File: config.mk
export PLATFORM = sky130hd
export DESIGN_NAME = dtw_dispatch
export DESIGN_NICKNAME = d
export VERILOG_FILES = /design/src/rtl/dtw_dispatch.sv
export SDC_FILE = /design/constraint.sdc
export NUM_CORES = 1
export LEC_CHECK = 0
export CORE_ASPECT_RATIO = 2
export CORE_UTILIZATION = 30
export DETAILED_ROUTE_END_ITERATION = 10
export GPL_ROUTABILITY_DRIVEN = 0
export PLACE_DENSITY = 0.66
export SYNTH_ARGS = -nofsm -noshare
export SYNTH_HDL_FRONTEND = slang
export SYNTH_SLANG_ARGS = --single-unit
export TNS_END_PERCENT = 5
File: constraint.sdc
create_clock -name clk -period 3 [get_ports clk]
set_clock_uncertainty 0.2 [all_clocks]
set_input_delay 0.6 -clock clk [delete_from_list [all_inputs] [get_ports clk]]
set_output_delay 0.6 -clock clk [all_outputs]
set_load 0.02 [all_outputs]
File: src/rtl/dtw_dispatch.sv
// rtl/dtw_dispatch.sv - round-robin query dispatcher and in-order result collector for DTW cores
module dtw_dispatch #(
    parameter int NUM_CORES = 4,
    parameter int DW        = 32,
    parameter int RES_W     = 24,
    parameter int LEN_W     = 16
) (
    input  logic                    clk,
    input  logic                    aresetn,
    input  logic                    soft_rst,
    input  logic                    rs,
    input  logic [LEN_W-1:0]        query_len,
    input  logic                    src_fifo_empty,
    input  logic [DW-1:0]           src_fifo_data,
    output logic                    src_fifo_rden,
    input  logic [NUM_CORES-1:0]    core_idle,
    output logic [NUM_CORES-1:0]    core_wvalid,
    output logic [DW-1:0]           core_wdata,
    input  logic [NUM_CORES-1:0]    core_wready,
    input  logic [NUM_CORES-1:0]    core_res_valid,
    input  logic [NUM_CORES*DW-1:0] core_res_data,
    output logic [NUM_CORES-1:0]    core_res_ack,
    input  logic                    sink_fifo_full,
    output logic                    sink_fifo_wren,
    output logic [DW-1:0]           sink_fifo_data,
    output logic                    busy,
    output logic                    err_len,
    output logic [31:0]             n_done
);

    localparam int ID_W = (NUM_CORES > 1) ? $clog2(NUM_CORES) : 1;

    typedef enum logic {S_IDLE, S_STREAM} state_t;

    state_t               state, state_nxt;
    logic [ID_W-1:0]      rr, sel, pick, head;
    logic [ID_W:0]        idx_sum;
    logic [NUM_CORES-1:0] inflight, eligible;
    logic [LEN_W-1:0]     len_q, cnt;
    logic [ID_W-1:0]      idq [NUM_CORES];
    logic [ID_W-1:0]      wr_ptr, rd_ptr;
    logic [ID_W:0]        q_cnt;
    logic                 found, start, disp, xfer, last, collect;
    logic [DW-1:0]        res_word;
    logic                 unused_res;

    assign eligible = core_idle & ~inflight;

    // First eligible core at or after the round-robin pointer, wrapping.
    always_comb begin
        found   = 1'b0;
        pick    = '0;
        idx_sum = '0;
        for (int k = 0; k < NUM_CORES; k++) begin
            idx_sum = {1'b0, rr} + (ID_W+1)'(k);
            if (idx_sum >= (ID_W+1)'(NUM_CORES))
                idx_sum = idx_sum - (ID_W+1)'(NUM_CORES);
            if (!found && eligible[idx_sum[ID_W-1:0]]) begin
                found = 1'b1;
                pick  = idx_sum[ID_W-1:0];
            end
        end
    end

    assign start   = (state == S_IDLE) && rs && !src_fifo_empty && found;
    assign disp    = start && (query_len != '0);
    assign xfer    = (state == S_STREAM) && !src_fifo_empty && core_wready[sel];
    assign last    = xfer && (cnt == len_q - LEN_W'(1));
    assign head    = idq[rd_ptr];
    assign collect = (q_cnt != '0) && core_res_valid[head] && !sink_fifo_full;
    assign busy    = (state != S_IDLE) || (inflight != '0);

    always_comb begin
        state_nxt     = state;
        core_wvalid   = '0;
        core_wdata    = '0;
        src_fifo_rden = 1'b0;
        case (state)
            S_IDLE: begin
                if (disp)
                    state_nxt = S_STREAM;
            end
            S_STREAM: begin
                core_wvalid[sel] = !src_fifo_empty;
                core_wdata       = src_fifo_data;
                src_fifo_rden    = xfer;
                if (last)
                    state_nxt = S_IDLE;
            end
            default: state_nxt = S_IDLE;
        endcase
    end

    always_comb begin
        res_word = '0;
        for (int i = 0; i < NUM_CORES; i++)
            if (head == ID_W'(i))
                res_word = core_res_data[i*DW +: DW];
    end

    assign unused_res     = ^res_word[DW-1:RES_W];
    assign sink_fifo_wren = collect;
    assign core_res_ack   = collect ? (NUM_CORES'(1) << head) : '0;
    assign sink_fifo_data = collect ? {8'(head), res_word[RES_W-1:0]} : '0;

    always_ff @(posedge clk or negedge aresetn) begin
        if (!aresetn)
            state <= S_IDLE;
        else if (soft_rst)
            state <= S_IDLE;
        else
            state <= state_nxt;
    end

    always_ff @(posedge clk or negedge aresetn) begin
        if (!aresetn) begin
            rr       <= '0;
            sel      <= '0;
            len_q    <= '0;
            cnt      <= '0;
            inflight <= '0;
            wr_ptr   <= '0;
            rd_ptr   <= '0;
            q_cnt    <= '0;
            err_len  <= 1'b0;
            n_done   <= '0;
        end else if (soft_rst) begin
            rr       <= '0;
            sel      <= '0;
            len_q    <= '0;
            cnt      <= '0;
            inflight <= '0;
            wr_ptr   <= '0;
            rd_ptr   <= '0;
            q_cnt    <= '0;
            err_len  <= 1'b0;
            n_done   <= '0;
        end else begin
            if (start && (query_len == '0))
                err_len <= 1'b1;
            if (disp) begin
                sel    <= pick;
                len_q  <= query_len;
                cnt    <= '0;
                rr     <= (pick == ID_W'(NUM_CORES-1)) ? '0 : pick + ID_W'(1);
                wr_ptr <= (wr_ptr == ID_W'(NUM_CORES-1)) ? '0 : wr_ptr + ID_W'(1);
            end else if (xfer) begin
                cnt <= cnt + LEN_W'(1);
            end
            if (collect) begin
                rd_ptr <= (rd_ptr == ID_W'(NUM_CORES-1)) ? '0 : rd_ptr + ID_W'(1);
                n_done <= n_done + 32'd1;
            end
            // A core cannot be dispatched and collected in the same cycle, so set and clear never collide.
            inflight <= (inflight | (disp ? (NUM_CORES'(1) << pick) : '0))
                        & ~(collect ? (NUM_CORES'(1) << head) : '0);
            case ({disp, collect})
                2'b10:   q_cnt <= q_cnt + (ID_W+1)'(1);
                2'b01:   q_cnt <= q_cnt - (ID_W+1)'(1);
                default: q_cnt <= q_cnt;
            endcase
        end
    end

    always_ff @(posedge clk) begin
        if (disp)
            idq[wr_ptr] <= pick;
    end

endmodule

### After elaboration in Yosys (flattened, before gate mapping)

Memory sizes are Yosys's and may differ from the RTL's.
Cells that the tools add are included.

* register bits after elaboration: 81
* bits in writable memories: 8
* input port bits: 194
* output and inout port bits: 108
* word-level logic and storage cells: 150
* memories: 1

* add/sub/neg operators: 15
* order comparisons: 11
* equal/unequal tests: 9
* shift-type cells: 2
* muxes and demuxes: 64
* bitwise gates (word level): 7
* reductions and logical operators: 30

Memories
* idq: depth 4, bits a word 2, rd ports 1, clocked after Yosys merged registers in 0, write ports 1, RTL line 40 `logic [ID_W-1:0] idq [NUM_CORES];`

Operator list (number)
* 24-bit 2-to-1 mux: 4
* 32-bit 2-to-1 mux: 3
* 16-bit 2-to-1 mux: 5
* 2-bit 2-to-1 mux: 19
* 32-bit by 1-bit adder with 32-bit output (second input constant): 1
* 26-bit 2-to-1 mux: 1
* 2-bit by 3-bit less-than comparator with 1-bit output (second input constant): 6
* 1-bit 2-to-1 mux: 18
* 16-bit by 1-bit adder with 16-bit output (second input constant): 1
* 16-bit equality test: 1
* 16-bit logical NOT: 1
* 4-bit 2-to-1 mux: 4
* 16-bit nonzero test: 1
* 16-bit by 1-bit subtractor with 16-bit output (second input constant): 1
* 1-bit logical AND: 14
* 4-bit AND: 3
* 1-bit binary-select mux with 2-bit select: 6
* 2-bit equality test (second input constant): 6
* 3-bit >= comparator (second input constant): 3
* 3-bit nonzero test: 3
* 4-bit inverter: 2
* 1-bit by 2-bit left shift with 4-bit output (first input constant): 2
* 2-bit by 1-bit subtractor with 2-bit output (second input constant): 4
* 2-bit by 1-bit adder with 2-bit output (second input constant): 3
* 18 further kinds: 26

### Logic depth before layout (Yosys ltp)

Gate-level depths: netlist (run 1).

* depth in word-level cells: 20
* mapped depth: 10

### Least setup slack after synthesis (run 1)

Ideal clock, no wire load.

* path kind: reg-to-output
* start point: reg rd_ptr[0]
* end point: out sink_fifo_data[10]
* data arrival time: 2.229 ns
* slack: -0.029 ns
* stages on the path, launching flop included: 9
* buffers on the path: 3
* path through: dfrtp_1 mux4_2 buf_6 or3_4 o22a_4 inv_4 buf_8 clkbuf_2 and2_1

* word-level cells in the longest chain between the ends: 7

Ends and longest elaborated chain
* start, declared: RTL line 41 `logic [ID_W-1:0] wr_ptr, rd_ptr;`
* start signal, assigned: RTL line 151 `rd_ptr <= (rd_ptr == ID_W'(NUM_CORES-1)) ? '0 : rd_ptr + ID_W'(1);`
* memory 4 x 2 bit (*)
* 2-bit logical NOT: RTL line 97 `if (head == ID_W'(i))`
* 24-bit 2-to-1 mux (4 in a row): RTL line 97
* 26-bit 2-to-1 mux (*): RTL line 104 `assign sink_fifo_data = collect ? {8'(head), res_word[RES_W-1:0]} : '0;`
* end, declared: RTL line 25 `output logic [DW-1:0] sink_fifo_data,`

Every way passes the cells marked *; elsewhere a longest branch is shown, timed or not. The select of a mux whose other input is x is not followed.

### Final worst setup path (run 1)

* start point: reg rd_ptr[0]
* end point: out sink_fifo_data[16]

Same word-level chain as after synthesis.

==> out/qor.yml, run 1 <==
outcome:
  outcome: "finished, violations left"
  violations: "setup timing"
die:
  initial_core_util_pct: 30.5
  die_w_microns: 102
  coreArea_sq_mm: 0.0198
  fp-row-count: 73
  dieArea_sq_mm: 0.0208
  pin_count: 302
  die_y_microns: 203
timing:
  hold_violations: 0
  rsz0062_at_grt: "true"
  max_slew.worst_pin.slew_ps: 620
  maxSlewViolCount: 0
  slew_headroom_pct: 58.7
  period_minus_slack_ps: 3220
  fmax_mhz: 311
  tns_ps: -4860
  worst_slack_ps: -216
  timing.final.crit_share_pct: 107
  setup_viol: 28
power_and_ir_drop:
  p_leak_nw: 4.03
  power_mw: 3.59
  vdd_drop_max_mv: 0.306
  power.density_mw_per_mm2: 366
critical_path:
  end_kind: "output port"
  max_stage_delay_ps: 610
  cp_cell_sequence: "mux4_2 > buf_6 > buf_12 > mux4_2 > and2_4 > buf_6"
  cp-start-kind: "flop"
  crit_type: "flop to output port"
  slowest_stage: "mux4_2"
  worstPathRequired_ps: 2200
  crit_fanout: 7
  cp_num_buf_inv: 3
  critPathArrivalTime_ps: 2420
  cpLargestDelayFamily: "multiplexers"
synthesis:
  synth_top_area_cell: "dfrtp_1"
  synth.top_cell.area_share_pct: 33.5
  yosysMostFrequentCell: "dfrtp_1"
  synthCells: 654
  synth_cell_types: 61
  async_reset_ff_share_pct: 91.0
  ys_seq_area_share_pct: 37.5
  synth.avg_cell_area_sq_um: 9.26
  ys_top_cells_by_area: "dfrtp_1 33%, mux4_2 10%, and2_1 6.5%"
  yosysWarningCount: 0
  synthTopCellsByCount: "81 x dfrtp_1, 75 x nor2_1, 68 x nand2_1"
  synth_edf_count: 8
  syn-cell-area_sq_mm: 0.00605
  synth_ff_type: "dfrtp_1"
  synth_seq_cells: 89
clock_network:
  cts_buffer_depth: 2
  cts_tree: "yes"
  htree_levels: 3
  cts.sinks: 89
  cts.reportedPaths.clkPinSlew_ps: 80
  cts_hold_buf: 0
  clock_latency_ps: 340
  cts_made_buffers: 9
  clock-root-buffer: "clkbuf_16"
final_layout:
  finish.utilization_pct: 49.5
  area_delta_synth_final_pct: 62.1
  nets: 1166
  n_antenna_cell: 0
  layout-drive-gt1-share_pct: 18.9
  final_cells: 1226
drt:
  routed_wirelength_microns: 20500
  drc: 0
  drt-initial-drc-count: 139
  via_count: 5965
  drt_pass1_iterations: 6
  final_antenna_net_count: 0
  wl_per_cell_microns: 16.7
  via_per_inst: 4.87
placed_design:
  port-buffer-count: 263
  dp_hpwl_microns: 16200
  dpl.cell_count: 1206
global_routing:
  first_global_vias: 6325
  antenna_found_initial: 0
  grt_usage_pct: 19.9
  overflow: 0
  grt_start_max_net_pins: 45
  grt_first_pass_wirelength_microns: 31800
job:
  drv_cap: 0
worst_hold_path:
  hp-class: "primary input to async pin"
==> report_power, final <==
group	internal, mW	switching, mW	total (mW)	leakage (nW)
clock	0.662	0.524	1.19	0.152
combinational	0.628	0.488	1.12	2.68
sequential	1.25	0.0416	1.29	1.20
total	2.54	1.05	3.59	4.03
==> logic make-up after synthesis <==
logic type      Yosys count  synth area share [%]
compound gates           64                  6.39
buf+inv                  59                  4.65
xor+xnor                 63                  9.12
simple gates            330                  27.8
flops                    89                  37.5
other cells               1                0.0619
fa+ha+maj                13                  2.81
mux                      35                  11.7
==> what timing repair did <==
| action | 4_1_cts | 5_1_grt |
|---|---|---|
| setup endpoints to repair | 32 | 39 |
| pin swaps | 12 | 6 |
| hold endpoints to repair | 0 | 0 |
| gates cloned | 1 | 0 |
| setup buffers | 3 | 0 |
| gates resized for setup | 180 | 26 |
==> state kept, by name (all words and copies together), names as in the netlist <==
| register | count |
|---|---|
| err_len | 1 |
| n_done | 32 |
| rr | 2 |
| q_cnt | 3 |
| idq | 8 |
| inflight | 4 |
| sel | 2 |
| len_q | 16 |
| wr_ptr | 2 |
| state | 1 |
| cnt | 16 |
| rd_ptr | 2 |
==> worst paths after layout <==
check	from	end	slack [ps]	cells past startpoint
max	rd_ptr[0]$_DFFE_PN0P_	sink_fifo_data[16]	-220	6
min	aresetn	n_done[21]$_DFFE_PN0P_	60	1
max reg2reg	rd_ptr[0]$_DFFE_PN0P_	q_cnt[2]$_DFFE_PN0P_	-90	11
min reg2reg	err_len$_DFFE_PN0P_	err_len$_DFFE_PN0P_	310	2
max in group asynchronous	aresetn	len_q[4]$_DFFE_PN0P_	1880	2
min in group clk	err_len$_DFFE_PN0P_	err_len$_DFFE_PN0P_	310	2
==> stage by stage <==
stage	setup WS (ps)	hold WS, ps	cell area (sq um)
2_1_floorplan	-29.3	104	6070
3_3_place_gp	-370	290	9320
3_5_place_dp	-392	298	9320
4_1_cts	-234	72.5	9710
5_1_grt	-303	88.2	9810
6_report	-216	61.2	9810
==> routing by layer <==
metal,up-vias,routed length (microns),track usage [%]
li1,2859,-,-
met1,2882,7550,20.8
met2,194,11400,38.0
met3,30,1030,3.48
met4,0,525,6.79
met5,-,0,0
==> final cells by class <==
type                            instances  area (sq um)
Multi-Input combinational cell        511          3630
Clock buffer                            9           225
Clock inverter                          7          80.1
Sequential cell                        89          2270
Inverter                               16          72.6
Tap cell                              262           328
Fill cell                            1877         10000
Timing Repair Buffer                  332          3210
==> placed cells by master (no fill, tap or decap), types with 22 or more instances in the layout <==
cell type and count:
a21oi_1 39, and2_1 48, buf_4 65, buf_6 22, clkdlybuf4s50_1 227, dfrtp_1 81
mux4_2 28, nand2_1 68, nand3_1 24, nor2_1 73, nor3_1 24, xnor2_1 33
xor2_1 30
Note: power is estimated with default switching activity, not from simulation.
==> run 2, diff against run 1 <==
SLEW_MARGIN = 40   (was unset)
==> results of run 2 <==
No change in the layout: final DEF, timing and power equal those of run 1.
